===== config.mk =====
export PLATFORM = sky130hd
export DESIGN_NAME = ysyx_23060061_lsu_hs
export DESIGN_NICKNAME = d
export VERILOG_FILES = /design/src/rtl/ysyx_23060061_lsu_pkg.sv /design/src/rtl/ysyx_23060061_lsu_align.sv /design/src/rtl/ysyx_23060061_lsu_hs.sv
export SDC_FILE = /design/constraint.sdc
export NUM_CORES = 1
export LEC_CHECK = 0
export CORE_ASPECT_RATIO = 1.2
export CORE_MARGIN = 8
export CORE_UTILIZATION = 48
export DETAILED_ROUTE_END_ITERATION = 12
export PLACE_DENSITY = 0.88
export SYNTH_ARGS = -nofsm -noshare
export SYNTH_HDL_FRONTEND = slang
export SYNTH_SLANG_ARGS = --single-unit
export TNS_END_PERCENT = 100

===== constraint.sdc =====
create_clock -name clk -period 8.1 [get_ports clk]
set_clock_uncertainty 0.2 [all_clocks]
set_input_delay 1.62 -clock clk [delete_from_list [all_inputs] [get_ports clk]]
set_output_delay 1.62 -clock clk [all_outputs]
set_load 0.02 [all_outputs]

===== src/rtl/ysyx_23060061_lsu_pkg.sv =====
// Shared constants and types for the handshaked load/store unit.
// funct3 encodings, error codes, FSM states and the byte-size lane mask helper.
package ysyx_23060061_lsu_pkg;

   localparam logic [2:0] F3_B  = 3'b000;
   localparam logic [2:0] F3_H  = 3'b001;
   localparam logic [2:0] F3_W  = 3'b010;
   localparam logic [2:0] F3_D  = 3'b011;
   localparam logic [2:0] F3_BU = 3'b100;
   localparam logic [2:0] F3_HU = 3'b101;
   localparam logic [2:0] F3_WU = 3'b110;

   localparam logic [1:0] ERR_OK       = 2'b00;
   localparam logic [1:0] ERR_MISALIGN = 2'b01;
   localparam logic [1:0] ERR_ILLEGAL  = 2'b10;
   localparam logic [1:0] ERR_TIMEOUT  = 2'b11;

   typedef enum logic [1:0] {
      StIdle,
      StReq,
      StWait,
      StResp
   } lsu_state_e;

   // Bit mask covering the access size encoded in funct3[1:0].
   function automatic logic [63:0] size_mask(input logic [1:0] size);
      logic [63:0] m;
      unique case (size)
         2'd0:    m = 64'h0000_0000_0000_00FF;
         2'd1:    m = 64'h0000_0000_0000_FFFF;
         2'd2:    m = 64'h0000_0000_FFFF_FFFF;
         default: m = 64'hFFFF_FFFF_FFFF_FFFF;
      endcase
      return m;
   endfunction

endpackage


===== src/rtl/ysyx_23060061_lsu_align.sv =====
// Combinational lane logic: funct3 legality/alignment of a new request, store lane
// placement, and load extraction with sign/zero extension.
module ysyx_23060061_lsu_align
   import ysyx_23060061_lsu_pkg::*;
#(
   parameter int unsigned DW = 32,
   localparam int unsigned NB = DW / 8,
   localparam int unsigned OW = $clog2(NB)
) (
   input  logic          i_chk_we,
   input  logic [2:0]    i_chk_ext,
   input  logic [OW-1:0] i_chk_off,
   output logic          o_illegal,
   output logic          o_misaligned,
   input  logic          i_we,
   input  logic [2:0]    i_ext,
   input  logic [OW-1:0] i_off,
   input  logic [DW-1:0] i_wdata,
   input  logic [DW-1:0] i_rdata,
   output logic [NB-1:0] o_wmask,
   output logic [DW-1:0] o_wdata,
   output logic [DW-1:0] o_rdata
);

   logic [3:0]    w_amask;
   logic [7:0]    w_bmask;
   logic [15:0]   w_wmask_wide;
   logic [63:0]   w_mask64;
   logic [DW-1:0] w_lane;
   logic [DW-1:0] w_shr;
   logic          w_sign;

   always_comb begin
      o_illegal = 1'b1;
      if (i_chk_we) begin
         unique case (i_chk_ext)
            F3_B, F3_H, F3_W: o_illegal = 1'b0;
            F3_D:             o_illegal = (DW != 64);
            default:          o_illegal = 1'b1;
         endcase
      end else begin
         unique case (i_chk_ext)
            F3_B, F3_H, F3_W, F3_BU, F3_HU: o_illegal = 1'b0;
            F3_D, F3_WU:                    o_illegal = (DW != 64);
            default:                        o_illegal = 1'b1;
         endcase
      end

      unique case (i_chk_ext[1:0])
         2'd0:    w_amask = 4'h0;
         2'd1:    w_amask = 4'h1;
         2'd2:    w_amask = 4'h3;
         default: w_amask = 4'h7;
      endcase
      o_misaligned = |(i_chk_off & w_amask[OW-1:0]);
   end

   always_comb begin
      unique case (i_ext[1:0])
         2'd0:    w_bmask = 8'h01;
         2'd1:    w_bmask = 8'h03;
         2'd2:    w_bmask = 8'h0F;
         default: w_bmask = 8'hFF;
      endcase
      w_mask64     = size_mask(i_ext[1:0]);
      w_lane       = w_mask64[DW-1:0];
      w_wmask_wide = {8'h00, w_bmask} << i_off;
      o_wmask      = i_we ? w_wmask_wide[NB-1:0] : '0;
      // Unused store lanes are cleared before the shift so they drive 0.
      o_wdata      = i_we ? ((i_wdata & w_lane) << {i_off, 3'b000}) : '0;

      w_shr = i_rdata >> {i_off, 3'b000};
      unique case (i_ext[1:0])
         2'd0:    w_sign = w_shr[7];
         2'd1:    w_sign = w_shr[15];
         2'd2:    w_sign = w_shr[31];
         default: w_sign = 1'b0;
      endcase
      if (i_ext[2]) w_sign = 1'b0;
      o_rdata = (w_shr & w_lane) | (w_sign ? ~w_lane : '0);
   end

endmodule


===== src/rtl/ysyx_23060061_lsu_hs.sv =====
// Multi-cycle load/store unit with valid/ready handshakes toward EXU, WBU and memory,
// including error detection and a response watchdog.
module ysyx_23060061_lsu_hs
   import ysyx_23060061_lsu_pkg::*;
#(
   parameter int unsigned DW      = 32,
   parameter int unsigned AW      = 32,
   parameter int unsigned TIMEOUT = 255
) (
   input  logic            clk,
   input  logic            rst,
   input  logic            in_valid,
   output logic            in_ready,
   input  logic            in_we,
   input  logic [2:0]      in_ext,
   input  logic [AW-1:0]   in_addr,
   input  logic [DW-1:0]   in_wdata,
   output logic            out_valid,
   input  logic            out_ready,
   output logic [DW-1:0]   out_rdata,
   output logic [1:0]      out_err,
   output logic            mem_req_valid,
   input  logic            mem_req_ready,
   output logic            mem_req_we,
   output logic [AW-1:0]   mem_req_addr,
   output logic [DW-1:0]   mem_req_wdata,
   output logic [DW/8-1:0] mem_req_wmask,
   input  logic            mem_resp_valid,
   input  logic [DW-1:0]   mem_resp_rdata
);

   localparam int unsigned NB = DW / 8;
   localparam int unsigned OW = $clog2(NB);
   localparam int unsigned CW = (TIMEOUT > 0) ? $clog2(TIMEOUT + 1) : 1;

   lsu_state_e    r_state, w_state_nxt;
   logic          r_we, w_we_nxt;
   logic [2:0]    r_ext, w_ext_nxt;
   logic [AW-1:0] r_addr, w_addr_nxt;
   logic [DW-1:0] r_wdata, w_wdata_nxt;
   logic [DW-1:0] r_rdata, w_rdata_nxt;
   logic [1:0]    r_err, w_err_nxt;
   logic [CW-1:0] r_cnt, w_cnt_nxt;

   logic          w_illegal;
   logic          w_misaligned;
   logic          w_timeout;
   logic [DW-1:0] w_load_data;
   logic [NB-1:0] w_wmask;
   logic [DW-1:0] w_lane_wdata;

   ysyx_23060061_lsu_align #(
      .DW (DW)
   ) u_align (
      .i_chk_we     (in_we),
      .i_chk_ext    (in_ext),
      .i_chk_off    (in_addr[OW-1:0]),
      .o_illegal    (w_illegal),
      .o_misaligned (w_misaligned),
      .i_we         (r_we),
      .i_ext        (r_ext),
      .i_off        (r_addr[OW-1:0]),
      .i_wdata      (r_wdata),
      .i_rdata      (mem_resp_rdata),
      .o_wmask      (w_wmask),
      .o_wdata      (w_lane_wdata),
      .o_rdata      (w_load_data)
   );

   assign w_timeout = (TIMEOUT != 0) && (r_cnt == CW'(TIMEOUT));

   always_comb begin
      w_state_nxt = r_state;
      w_we_nxt    = r_we;
      w_ext_nxt   = r_ext;
      w_addr_nxt  = r_addr;
      w_wdata_nxt = r_wdata;
      w_rdata_nxt = r_rdata;
      w_err_nxt   = r_err;
      w_cnt_nxt   = r_cnt;
      unique case (r_state)
         StIdle: begin
            if (in_valid) begin
               w_we_nxt    = in_we;
               w_ext_nxt   = in_ext;
               w_addr_nxt  = in_addr;
               w_wdata_nxt = in_wdata;
               w_rdata_nxt = '0;
               if (w_illegal) begin
                  w_state_nxt = StResp;
                  w_err_nxt   = ERR_ILLEGAL;
               end else if (w_misaligned) begin
                  w_state_nxt = StResp;
                  w_err_nxt   = ERR_MISALIGN;
               end else begin
                  w_state_nxt = StReq;
                  w_err_nxt   = ERR_OK;
               end
            end
         end
         StReq: begin
            if (mem_req_ready) begin
               w_state_nxt = StWait;
               w_cnt_nxt   = '0;
            end
         end
         StWait: begin
            // A response in the timeout cycle still wins.
            if (mem_resp_valid) begin
               w_state_nxt = StResp;
               w_err_nxt   = ERR_OK;
               w_rdata_nxt = r_we ? '0 : w_load_data;
            end else if (w_timeout) begin
               w_state_nxt = StResp;
               w_err_nxt   = ERR_TIMEOUT;
               w_rdata_nxt = '0;
            end else if (r_cnt != '1) begin
               w_cnt_nxt = r_cnt + 1'b1;
            end
         end
         StResp: begin
            if (out_ready) begin
               w_state_nxt = StIdle;
               w_rdata_nxt = '0;
               w_err_nxt   = ERR_OK;
            end
         end
         default: w_state_nxt = StIdle;
      endcase
   end

   always_ff @(posedge clk or posedge rst) begin
      if (rst) begin
         r_state <= StIdle;
         r_we    <= 1'b0;
         r_ext   <= '0;
         r_addr  <= '0;
         r_wdata <= '0;
         r_rdata <= '0;
         r_err   <= ERR_OK;
         r_cnt   <= '0;
      end else begin
         r_state <= w_state_nxt;
         r_we    <= w_we_nxt;
         r_ext   <= w_ext_nxt;
         r_addr  <= w_addr_nxt;
         r_wdata <= w_wdata_nxt;
         r_rdata <= w_rdata_nxt;
         r_err   <= w_err_nxt;
         r_cnt   <= w_cnt_nxt;
      end
   end

   assign in_ready      = (r_state == StIdle);
   assign out_valid     = (r_state == StResp);
   assign out_rdata     = r_rdata;
   assign out_err       = r_err;
   assign mem_req_valid = (r_state == StReq);
   assign mem_req_we    = r_we;
   assign mem_req_addr  = {r_addr[AW-1:OW], {OW{1'b0}}};
   assign mem_req_wdata = w_lane_wdata;
   assign mem_req_wmask = w_wmask;

endmodule


==> flow_summary.ini <==
[timing]
fin_crit_ns = 4.864
hold_viol_final = 0
slew_headroom_pct = 21.95
tns_ns = 0
tightest_slew_ns = 1.168
rsz0062_at_grt = no
finalCritPeriodShare_pct = 60.05
drv_slew = 0
whs_ns = 0.2819
timing.fmax_mhz = 205.6
setup_violations = 0

[detailed_routing]
via_per_inst = 5.853
antenna_left = 0
wl_um = 18110
avgRoutedWirePerCell_um = 20.92
drc_errors = 0
drt-pass1-iter-count = 5
drtIter0Drc = 301
num_vias = 5069

[synthesis]
ys.flop_type = dfrtp_1
synth_cells = 542
synth.top_cell.area_share_pct = 47.34
synth_cell_types = 46
syn-mean-instance-area_um2 = 10.92
synthArstFlopShare_pct = 100.0
yosysTopAreaCell = dfrtp_1
syn_area_mm2 = 0.005921
synth-seq-area-share_pct = 47.34
yosysWarnings = 0
ys_ff_latch = 112
synth_edf_count = 0
ys_top_cells_by_area = dfrtp_1 47%, mux2_2 16%, buf_4 4.1%, nor2_1 2.7%, a221o_1 2.7%

[power]
leakage_uw = 0.003371
switchingPower_uw = 1315
clkPwrFrac_pct = 13.1
ir_drop_mv = 0.2333
p_per_area_mw_per_mm2 = 383.4
p_seq_share_pct = 32.2
p_int_uw = 1803
pwr-share-comb_pct = 54.7
switching_share_pct = 42.18

[critical_path]
start_kind = flip-flop
slowest_stage = dfrtp_1
slowest_delay_ns = 0.74
path_max_fanout = 17
path_delay_family = buffers and inverters
endpoint_kind = primary output
critPathRequiredTime_ns = 6.28
crit_type = flip-flop to primary output
path_buf_inv = 2
crit_chain = nor2_1 -> buf_4 -> nor3b_1 -> a21oi_1 -> a211oi_1 -> clkdlybuf4s50_1
crit_arrival_ns = 3.04

[clock_network]
post_cts_buffers = 0
cts_root_buffer = clkbuf_16
cts_max_path_buffers = 2
clk_pin_slew_ns = 0.07
cts_buffers = 9
hold_buffers = 0
cts.sinks = 112
h-tree-depth = 3
postCtsResizedCells = 0
clock_latency_ns = 0.34
cts_tree = yes

[floorplan]
num_io_pins = 212
start_util_pct = 49.11
row_count = 44
die_area_mm2 = 0.01616
die_w_um = 117.4
die_h_um = 137.7
core_area_mm2 = 0.01206

[run]
cap_violations = 0

[grt]
grt_max_degree = 68
grt_pass1_vias = 5305
grt_use_total_pct = 21.94
grt_pass1_wl_um = 28370
grt_overflow_total = 0
antenna_found_initial = 2

[placed_design]
io_buffer_count = 209
place_congestion = 0.9033
dp.final_hpwl_um = 13760

[final_layout]
final_common_cell = clkdlybuf4s50_1
layout.nets = 809
fin_util_pct = 67.47
layout_common_cells = 209 x clkdlybuf4s50_1, 110 x dfrtp_1, 84 x mux2_2
synthToLayoutAreaGrowth_pct = 37.38
drive_gt1_share_pct = 15.79

[worst_hold_path]
hold_path_class = flip-flop to flip-flop

[run_status]
outcome = complete, no violations
## stage by stage
| stage | power, µW | instance area (µm²) | instances | setup slack [ns] |
|---|---|---|---|---|
| global placement | 2651 | 7863 | 848 | 3.749 |
| finish | 3119 | 8134 | 866 | 3.236 |
| detailed placement | 2713 | 7863 | 848 | 3.728 |
| global route | 3291 | 8134 | 866 | 3.123 |
| CTS | 3128 | 8129 | 864 | 3.312 |
| floorplan | 2122 | 5924 | 543 | 3.321 |
## cells by family (layout without fill, tap and decap cells)
kind of cell | after synthesis | count (layout) | synth area share, %
xor gates and xnor gates | 3 | 3 | 0.4439
AOI/OAI and AO/OA | 123 | 123 | 14.79
muxes | 101 | 101 | 18.93
other | 1 | 4 | 0.06334
and+or+nand+nor | 121 | 121 | 10.23
DFF | 112 | 112 | 47.34
adders and majority gates | 5 | 5 | 1.057
buffers and inverters | 76 | 236 | 7.143
## power by group through the flow
| stage | Combinational, µW | Clock [µW] | Sequential [µW] |
|---|---|---|---|
| 6_report | 1710 | 408 | 1000 |
| 5_1_grt | 1820 | 435 | 1030 |
| 4_1_cts | 1710 | 416 | 998 |
| 3_5_place_dp | 1700 | 0 | 1010 |
| 3_3_place_gp | 1660 | 0 | 990 |
| 2_1_floorplan | 1190 | 0 | 935 |
## routing by layer
metal  GRT usage [%]  vias to the layer above  part of all wire, %
li1                -                     2256                    -
met1           23.36                     2495                   36
met2           39.08                      262                   52
met3           7.093                       56                  8.2
met4           10.25                        0                  3.8
met5               0                        -                    0
## worst register-to-register path, delay by kind of cell (launching register included)
family | cells | cell delay [ns]
AOI/OAI and AO/OA | 3 | 1.27
and+or+nand+nor | 2 | 0.77
DFF | 1 | 0.57
buffers and inverters | 1 | 0.55
## flip-flops by register name, summed over array words and instances (netlist names)
name,flops
r_addr,32
out_err,2
r_ext,3
mem_req_we,1
out_rdata,32
r_wdata,32
r_cnt,8
r_state,2
## cells in the mapped netlist, types with 10 or more instances
master / count
buf_4: 32
buf_1: 11
nor2b_1: 10
a211oi_1: 17
a221o_1: 16
o21ai_0: 23
nand2_1: 21
mux2i_1: 16
nor2_1: 43
mux2_2: 84
and3_1: 10
a21oi_1: 29
clkbuf_1: 23
dfrtp_1: 112
## area by class of cell
| type | instances | area [µm²] |
|---|---|---|
| Fill cell | 899 | 3923 |
| Sequential cell | 112 | 2805 |
| Multi-Input combinational cell | 355 | 2701 |
| Timing Repair Buffer | 214 | 2130 |
| Clock buffer | 10 | 229.0 |
| Tap cell | 161 | 201.4 |
| Clock inverter | 6 | 37.54 |
| Inverter | 6 | 25.02 |
| Antenna cell | 2 | 5.005 |
## worst paths after layout
path	start	depth (start not counted)	end	slack, ns
min in group asynchronous	rst	2	r_addr[14]$_DFFE_PP0P_	1.48
max in group asynchronous	rst	3	r_addr[0]$_DFFE_PP0P_	4.90
hold / removal	out_err[0]$_DFFE_PP0P_	2	out_err[0]$_DFFE_PP0P_	0.28
setup reg to reg	r_addr[0]$_DFFE_PP0P_	6	out_rdata[20]$_DFFE_PP0P_	4.67
hold reg to reg	out_err[0]$_DFFE_PP0P_	2	out_err[0]$_DFFE_PP0P_	0.28
setup / recovery	r_ext[1]$_DFFE_PP0P_	6	mem_req_wdata[29]	3.24
No activity file was read; power rests on OpenSTA's default activity.
